[src/rtl/dcache_pkg.sv]
// rtl/dcache_pkg.sv - shared widths and FSM state type for the dcache tag controller
package dcache_pkg;

  localparam int TAG_W = 25;
  localparam int IDX_W = 4;

  typedef enum logic {
    INIT = 1'b0,
    IDLE = 1'b1
  } tag_ctrl_state_t;

endpackage

[src/rtl/dcache_tag_parity.sv]
// rtl/dcache_tag_parity.sv - even parity generate for tag writes and check for tag reads
module dcache_tag_parity #(
  parameter int W = 25
) (
  input  logic [W-2:0] gen_data,
  input  logic [W-1:0] chk_data,
  output logic         par,
  output logic         err
);

  // Parity bit makes the stored word XOR to zero; any odd flip shows up as err.
  assign par = ^gen_data;
  assign err = ^chk_data;

endmodule

[src/rtl/dcache_tag_ctrl.sv]
// rtl/dcache_tag_ctrl.sv - 1RW tag SRAM initiator with init/flush sweep; optional TAG_PARITY_EN
module dcache_tag_ctrl
  import dcache_pkg::*;
#(
  parameter int DATA_W = TAG_W,
  parameter int ADDR_W = IDX_W,
  parameter int DEPTH  = 1 << ADDR_W
) (
  input  logic              clk,
  input  logic              rst,
  input  logic              flush_req,
  output logic              init_done,
  input  logic              req_valid,
  output logic              req_ready,
  input  logic              req_we,
  input  logic [ADDR_W-1:0] req_idx,
  input  logic [DATA_W-1:0] req_wdata,
  output logic              rsp_valid,
  output logic [DATA_W-1:0] rsp_rdata,
  output logic              rsp_perr,
  output logic              csb0,
  output logic              web0,
  output logic [ADDR_W-1:0] addr0,
  output logic [DATA_W-1:0] din0,
  input  logic [DATA_W-1:0] dout0
);

  localparam logic [ADDR_W-1:0] LAST_IDX = ADDR_W'(DEPTH - 1);

  tag_ctrl_state_t   state;
  tag_ctrl_state_t   state_nxt;
  logic [ADDR_W-1:0] cnt;
  logic [ADDR_W-1:0] cnt_nxt;
  logic              rd_pend;
  logic [DATA_W-1:0] wdata_m;
  logic              rd_perr;

`ifdef TAG_PARITY_EN
  logic par_bit;

  dcache_tag_parity #(
    .W (DATA_W)
  ) u_parity (
    .gen_data (req_wdata[DATA_W-2:0]),
    .chk_data (dout0),
    .par      (par_bit),
    .err      (rd_perr)
  );

  assign wdata_m = {par_bit, req_wdata[DATA_W-2:0]};
`else
  assign wdata_m = req_wdata;
  assign rd_perr = 1'b0;
`endif

  assign init_done = (state == IDLE);

  // State and sweep counter registers.
  always_ff @(posedge clk or posedge rst) begin
    if (rst) begin
      state <= INIT;
      cnt   <= '0;
    end else begin
      state <= state_nxt;
      cnt   <= cnt_nxt;
    end
  end

  // Next state and macro port drive; reset forces the port idle without waiting for an edge.
  always_comb begin
    state_nxt = state;
    cnt_nxt   = cnt;
    req_ready = 1'b0;
    csb0      = 1'b1;
    web0      = 1'b1;
    addr0     = '0;
    din0      = '0;
    if (!rst) begin
      case (state)
        INIT: begin
          csb0    = 1'b0;
          web0    = 1'b0;
          addr0   = cnt;
          cnt_nxt = cnt + ADDR_W'(1);
          if (cnt == LAST_IDX) begin
            cnt_nxt   = '0;
            state_nxt = IDLE;
          end
        end
        IDLE: begin
          req_ready = !flush_req;
          csb0      = !(req_valid && req_ready);
          web0      = !req_we;
          addr0     = req_idx;
          din0      = wdata_m;
          if (flush_req) begin
            state_nxt = INIT;
          end
        end
        default: state_nxt = INIT;
      endcase
    end
  end

  // Read response pipeline: the macro answers one cycle after sampling, so dout0 is captured one edge later.
  always_ff @(posedge clk or posedge rst) begin
    if (rst) begin
      rd_pend   <= 1'b0;
      rsp_valid <= 1'b0;
      rsp_rdata <= '0;
      rsp_perr  <= 1'b0;
    end else begin
      rd_pend   <= req_valid && req_ready && !req_we;
      rsp_valid <= rd_pend;
      if (rd_pend) begin
        rsp_rdata <= dout0;
        rsp_perr  <= rd_perr;
      end
    end
  end

endmodule

[config.mk]
export PLATFORM = sky130hd
export DESIGN_NAME = dcache_tag_ctrl
export DESIGN_NICKNAME = d
export VERILOG_FILES = /design/src/rtl/dcache_pkg.sv /design/src/rtl/dcache_tag_parity.sv /design/src/rtl/dcache_tag_ctrl.sv
export SDC_FILE = /design/constraint.sdc
export NUM_CORES = 1
export LEC_CHECK = 0
export BUFFER_PORTS_ARGS = -buffer_cell sky130_fd_sc_hd__clkbuf_2
export CORE_ASPECT_RATIO = 0.9
export CORE_MARGIN = 1
export CORE_UTILIZATION = 45
export CTS_BUF_LIST = sky130_fd_sc_hd__clkbuf_4
export DETAILED_ROUTE_END_ITERATION = 6
export GPL_ROUTABILITY_DRIVEN = 0
export PLACE_DENSITY = 0.93
export SETUP_SLACK_MARGIN = 0.2
export SLEW_MARGIN = 5
export SYNTH_ARGS = -nofsm -noshare
export SYNTH_HDL_FRONTEND = slang
export SYNTH_SLANG_ARGS = --single-unit
[constraint.sdc]
create_clock -name clk -period 3.35 [get_ports clk]
set_input_delay 0.335 -clock clk [delete_from_list [all_inputs] [get_ports clk]]
set_output_delay 0.335 -clock clk [all_outputs]
set_load 0.1 [all_outputs]
* After elaboration in Yosys (flattened, before gate mapping)
Cells that the tools add are included.
** Cells by class
- Add/subtract/negate cells :: 1
- Equality and inequality tests :: 1
- Muxes and demuxes :: 14
- Bitwise operators :: 2
- Reductions and logical operators :: 7
** Operators with widths (count)
- two-way mux 25 bit :: 2
- two-way mux 4 bit :: 2
- one-hot mux 4 bit (2 select lines) :: 1
- two-way mux 1 bit :: 6
- one-hot mux 1 bit (2 select lines) :: 3
- adder 4 x 1 -> 4 bit (second input constant) :: 1
- == test 4 bit (second input constant) :: 1
- logical AND 1 bit :: 3
- zero test 1 bit :: 3
- NOT 1 bit :: 2
- AND reduction 2 bit :: 1
** Word-level totals
- Register bits after elaboration :: 32
- Input bits :: 59
- Logic and storage cells :: 30

* Longest topological paths before layout
- Depth in word-level cells :: 5
- Depth in mapped cells :: 4
- Mapped depth without buffers :: 4

* Worst setup path after synthesis
OpenSTA, ideal clock, no wires.
- Path kind :: register to output
- Start :: reg state, in the netlist init_done
- End :: out web0
- Data arrival time :: 3.330 ns
- Data required time :: 3.015 ns
- Setup slack :: -0.315 ns
- Cell stages (with the launch flop) :: 4
- Path buffers :: 1
- Path through :: dfrtp_1 buf_6 inv_2 o21ai_0
** On the way
- Cells in the longest elaborated chain, start to end :: 3
** Ends and longest elaborated chain
- start: declaration :: RTL line dcache_tag_ctrl.sv:30 : tag_ctrl_state_t state;
- start signal: assignment :: RTL line dcache_tag_ctrl.sv:64 : state <= state_nxt;
- NOT 1 bit
- one-hot mux 1 bit (2 select lines) (*) :: RTL line dcache_tag_ctrl.sv:79 : case (state)
- two-way mux 1 bit (*) :: RTL line dcache_tag_ctrl.sv:78 : if (!rst) begin
- end: declaration :: RTL line dcache_tag_ctrl.sv:22 : output logic web0,
Mark *: on every way between the ends. The rest lies on a longest branch, timed or not.

* Worst setup path in the final report
- Start :: reg state, in the netlist init_done
- End :: out csb0
** On the way
- Cells in the longest elaborated chain, start to end :: 3
** Ends and longest elaborated chain
- NOT 1 bit
- one-hot mux 1 bit (2 select lines) (*) :: RTL line dcache_tag_ctrl.sv:79
- two-way mux 1 bit (*) :: RTL line dcache_tag_ctrl.sv:78
- end: declaration :: RTL line dcache_tag_ctrl.sv:21 : output logic csb0,
Marked as above.

==> impl_metrics.yaml <==
run_status:
  status: "complete, no violations"
synthesis:
  ys_warn_count: 0
  postSynthAreaPerCell_sq_um: 13.0
  synth_edf_count: 0
  synth_compound_area_frac: 0.0338
  synth_area_sq_um: 1670
  synth-adder-area-share: 0.00750
  synth_seq_cells: 32
  synth_top_family_by_area: "multiplexers"
  synth_cell_types: 30
  synth-seq-area-share: 0.480
  synth_ff_type: "dfrtp_1"
  syn-instance-count: 128
  synthArstFlopShare: 1.00
  synthSimpleGateAreaFrac: 0.142
  syn_nets: 188
  synthMuxAreaShare: 0.247
  synthXorXnorAreaFrac: 0.00525
sta:
  post-route-min-period_ns: 2.47
  slew_viol_final: 0
  rsz0062_at_grt: "false"
  max_slew_margin: 0.318
  hold_viol: 0
  timing.hold.ws_ns: 0.206
  max_clock_freq_mhz: 404
  final-setup-viol-count: 0
  fin_crit_sh: 0.738
  fin_ws_ns: 0.877
  skew_ns: 0.00526
  tns_ns: 0
  tightest_slew_ns: 1.02
detailed_routing:
  wirelength_um: 4040
  via_per_inst: 4.82
  ant_nets: 0
  via_count: 1384
  route.detailed.drc: 0
  dr.pass1.iters: 4
  wl_per_cell_um: 14.1
  drt_iter0_drc: 70
critical_path:
  cp_top_family: "flip-flops"
  critPathLaunchType: "register"
  cpMaxStageDelayCell: "dfrtp_1"
  max_stage_delay_ns: 0.99
  regToRegStartpoint: "rd_pend$_DFF_PP0_"
  r2r_setup_slack_ns: 1.57
  cp.required_ns: 3.01
  worst-path-max-fanout: 36
  reg2reg_to: "rsp_rdata[14]$_DFFE_PP0P_"
  crit_arrival_ns: 2.14
  path_cells: "o21ai_0 -> nand2_1 -> clkbuf_2"
  worstSetupPathType: "reg2out"
  rr_worst_depth: 2
  path_buf_inv: 1
  crit_path_end_kind: "output pin"
clock_tree:
  cts_sinks: 32
  root_buffer: "clkbuf_4"
  cts_hold_buf: 0
  cts_buffer_depth: 2
  h-tree-depth: 2
  cts_tree: "built"
  cts_resized: 0
  clock_latency_ns: 0.32
  cts_setup_buffers: 0
  cts-buffers-inserted: 5
  clk_pin_slew_ns: 0.08
global_routing:
  track_usage: 0.211
  grt_max_degree: 43
  antenna_found_initial: 0
  grt_overflow: 0
  grt_first_pass_wirelength_um: 6040
  grt_pass1_vias: 1280
power_and_ir_drop:
  p_leak_nw: 1.37
  peakVddDrop_v: 0.000492
  power_density_nw_per_um2: 1040
layout:
  nNetsFinal: 302
  area_growth_pct: 35.6
  fin_area_sq_um: 2260
  mostFrequentLayoutCell: "clkbuf_2"
  fin_util: 0.655
  layout-drive-gt1-share: 0.650
  seqCellArea_sq_um: 801
  multiInputGateArea_sq_um: 734
  n_fill_cell: 296
  diodes: 0
  layout_common_cells: "117 x clkbuf_2, 32 x dfrtp_1, 25 x and3_1, 21 x mux2_4, 7 x clkbuf_4"
die:
  die_x_um: 66.2
  fp.dieArea_sq_um: 3950
  pin_count: 119
  fp.dieH_um: 59.8
  core_area_sq_um: 3450
  start_util: 0.483
  num_rows: 20
flow_run:
  max-cap-violations: 0
placement:
  detailed_place_hpwl_um: 3200
  place_area_sq_um: 2210
  portBuffers: 117
  place_ws_ns: 1.25
min_path:
  hp-class: "in2reg"
  hold-path-endpoint: "rd_pend$_DFF_PP0_"
  worstHoldPathCells: 2
  worstHoldStart: "req_we"
-- power by group --
group,switching (mW),leakage [nW],internal [mW],total [mW]
Sequential,0.119,0.423,0.510,0.629
Combinational,1.21,0.910,0.301,1.51
Clock,0.117,0.0338,0.0967,0.213
-- synth_stat cells (2+ instances only) --
cell      number  share of area
mux2_2         5          0.034
nor2_1         5          0.011
mux2i_1        4          0.024
and3_1        25          0.094
o21ai_0        3         0.0090
inv_2          2         0.0045
buf_6          5          0.034
dfrtp_1       32           0.48
nand2_1        3         0.0068
inv_1          2         0.0045
clkbuf_2       2         0.0060
mux2_4        21           0.19
buf_12         2          0.024
-- registers in the layout, indices dropped and copies added, names as in the netlist --
name / flops
rsp_rdata: 25
init_done: 1
cnt: 4
rsp_valid: 1
rd_pend: 1
-- layout make-up --
| cell class | count | share of cell area |
|---|---|---|
| tap | 44 | 0.0243 |
| inverter | 4 | 0.00664 |
| clock inverter | 1 | 0.00166 |
| multi-input combinational | 80 | 0.325 |
| sequential | 32 | 0.354 |
| clock buffer | 7 | 0.0232 |
| timing repair buffer | 119 | 0.265 |
-- logic make-up (layout without fill, tap and decap cells) --
family	after synthesis	in the layout
AND/OR/NAND/NOR	39	39
flip-flops	32	32
XOR/XNOR	1	1
buffers and inverters	16	131
multiplexers	30	30
adder cells (fa/ha/maj)	1	1
other	1	1
AO/OA/AOI/OAI	8	8
-- worst max-delay path by stage --
stage	start	endpoint	slack [ns]	cells after the start
after floorplan	init_done$_DFFE_PP0N_	addr0[1]	0.41	4
after global placement	init_done$_DFFE_PP0N_	web0	1.29	3
after detailed placement	init_done$_DFFE_PP0N_	csb0	1.25	3
after CTS	init_done$_DFFE_PP0N_	csb0	0.88	3
after global routing	init_done$_DFFE_PP0N_	csb0	0.64	3
final	init_done$_DFFE_PP0N_	csb0	0.88	3
-- per-layer routing --
| layer | part of all wire | vias to the layer above | global-route usage | wire, um |
|---|---|---|---|---|
| li1 | - | 673 | - | - |
| met2 | 0.51 | 38 | 0.328 | 2050 |
| met4 | 0.0099 | 0 | 0.0699 | 40 |
| met5 | 0 | - | 0 | 0 |
| met3 | 0.056 | 5 | 0.0744 | 225 |
| met1 | 0.43 | 668 | 0.277 | 1730 |
-- per-stage QoR --
stage / instances / power (mW)
3_5_place_dp: 279 / 2.15
4_1_cts: 287 / 2.37
2_1_floorplan: 128 / 1.94
5_1_grt: 287 / 2.46
3_3_place_gp: 279 / 2.13
6_report: 287 / 2.35
No activity file was read; power rests on OpenSTA's default activity.
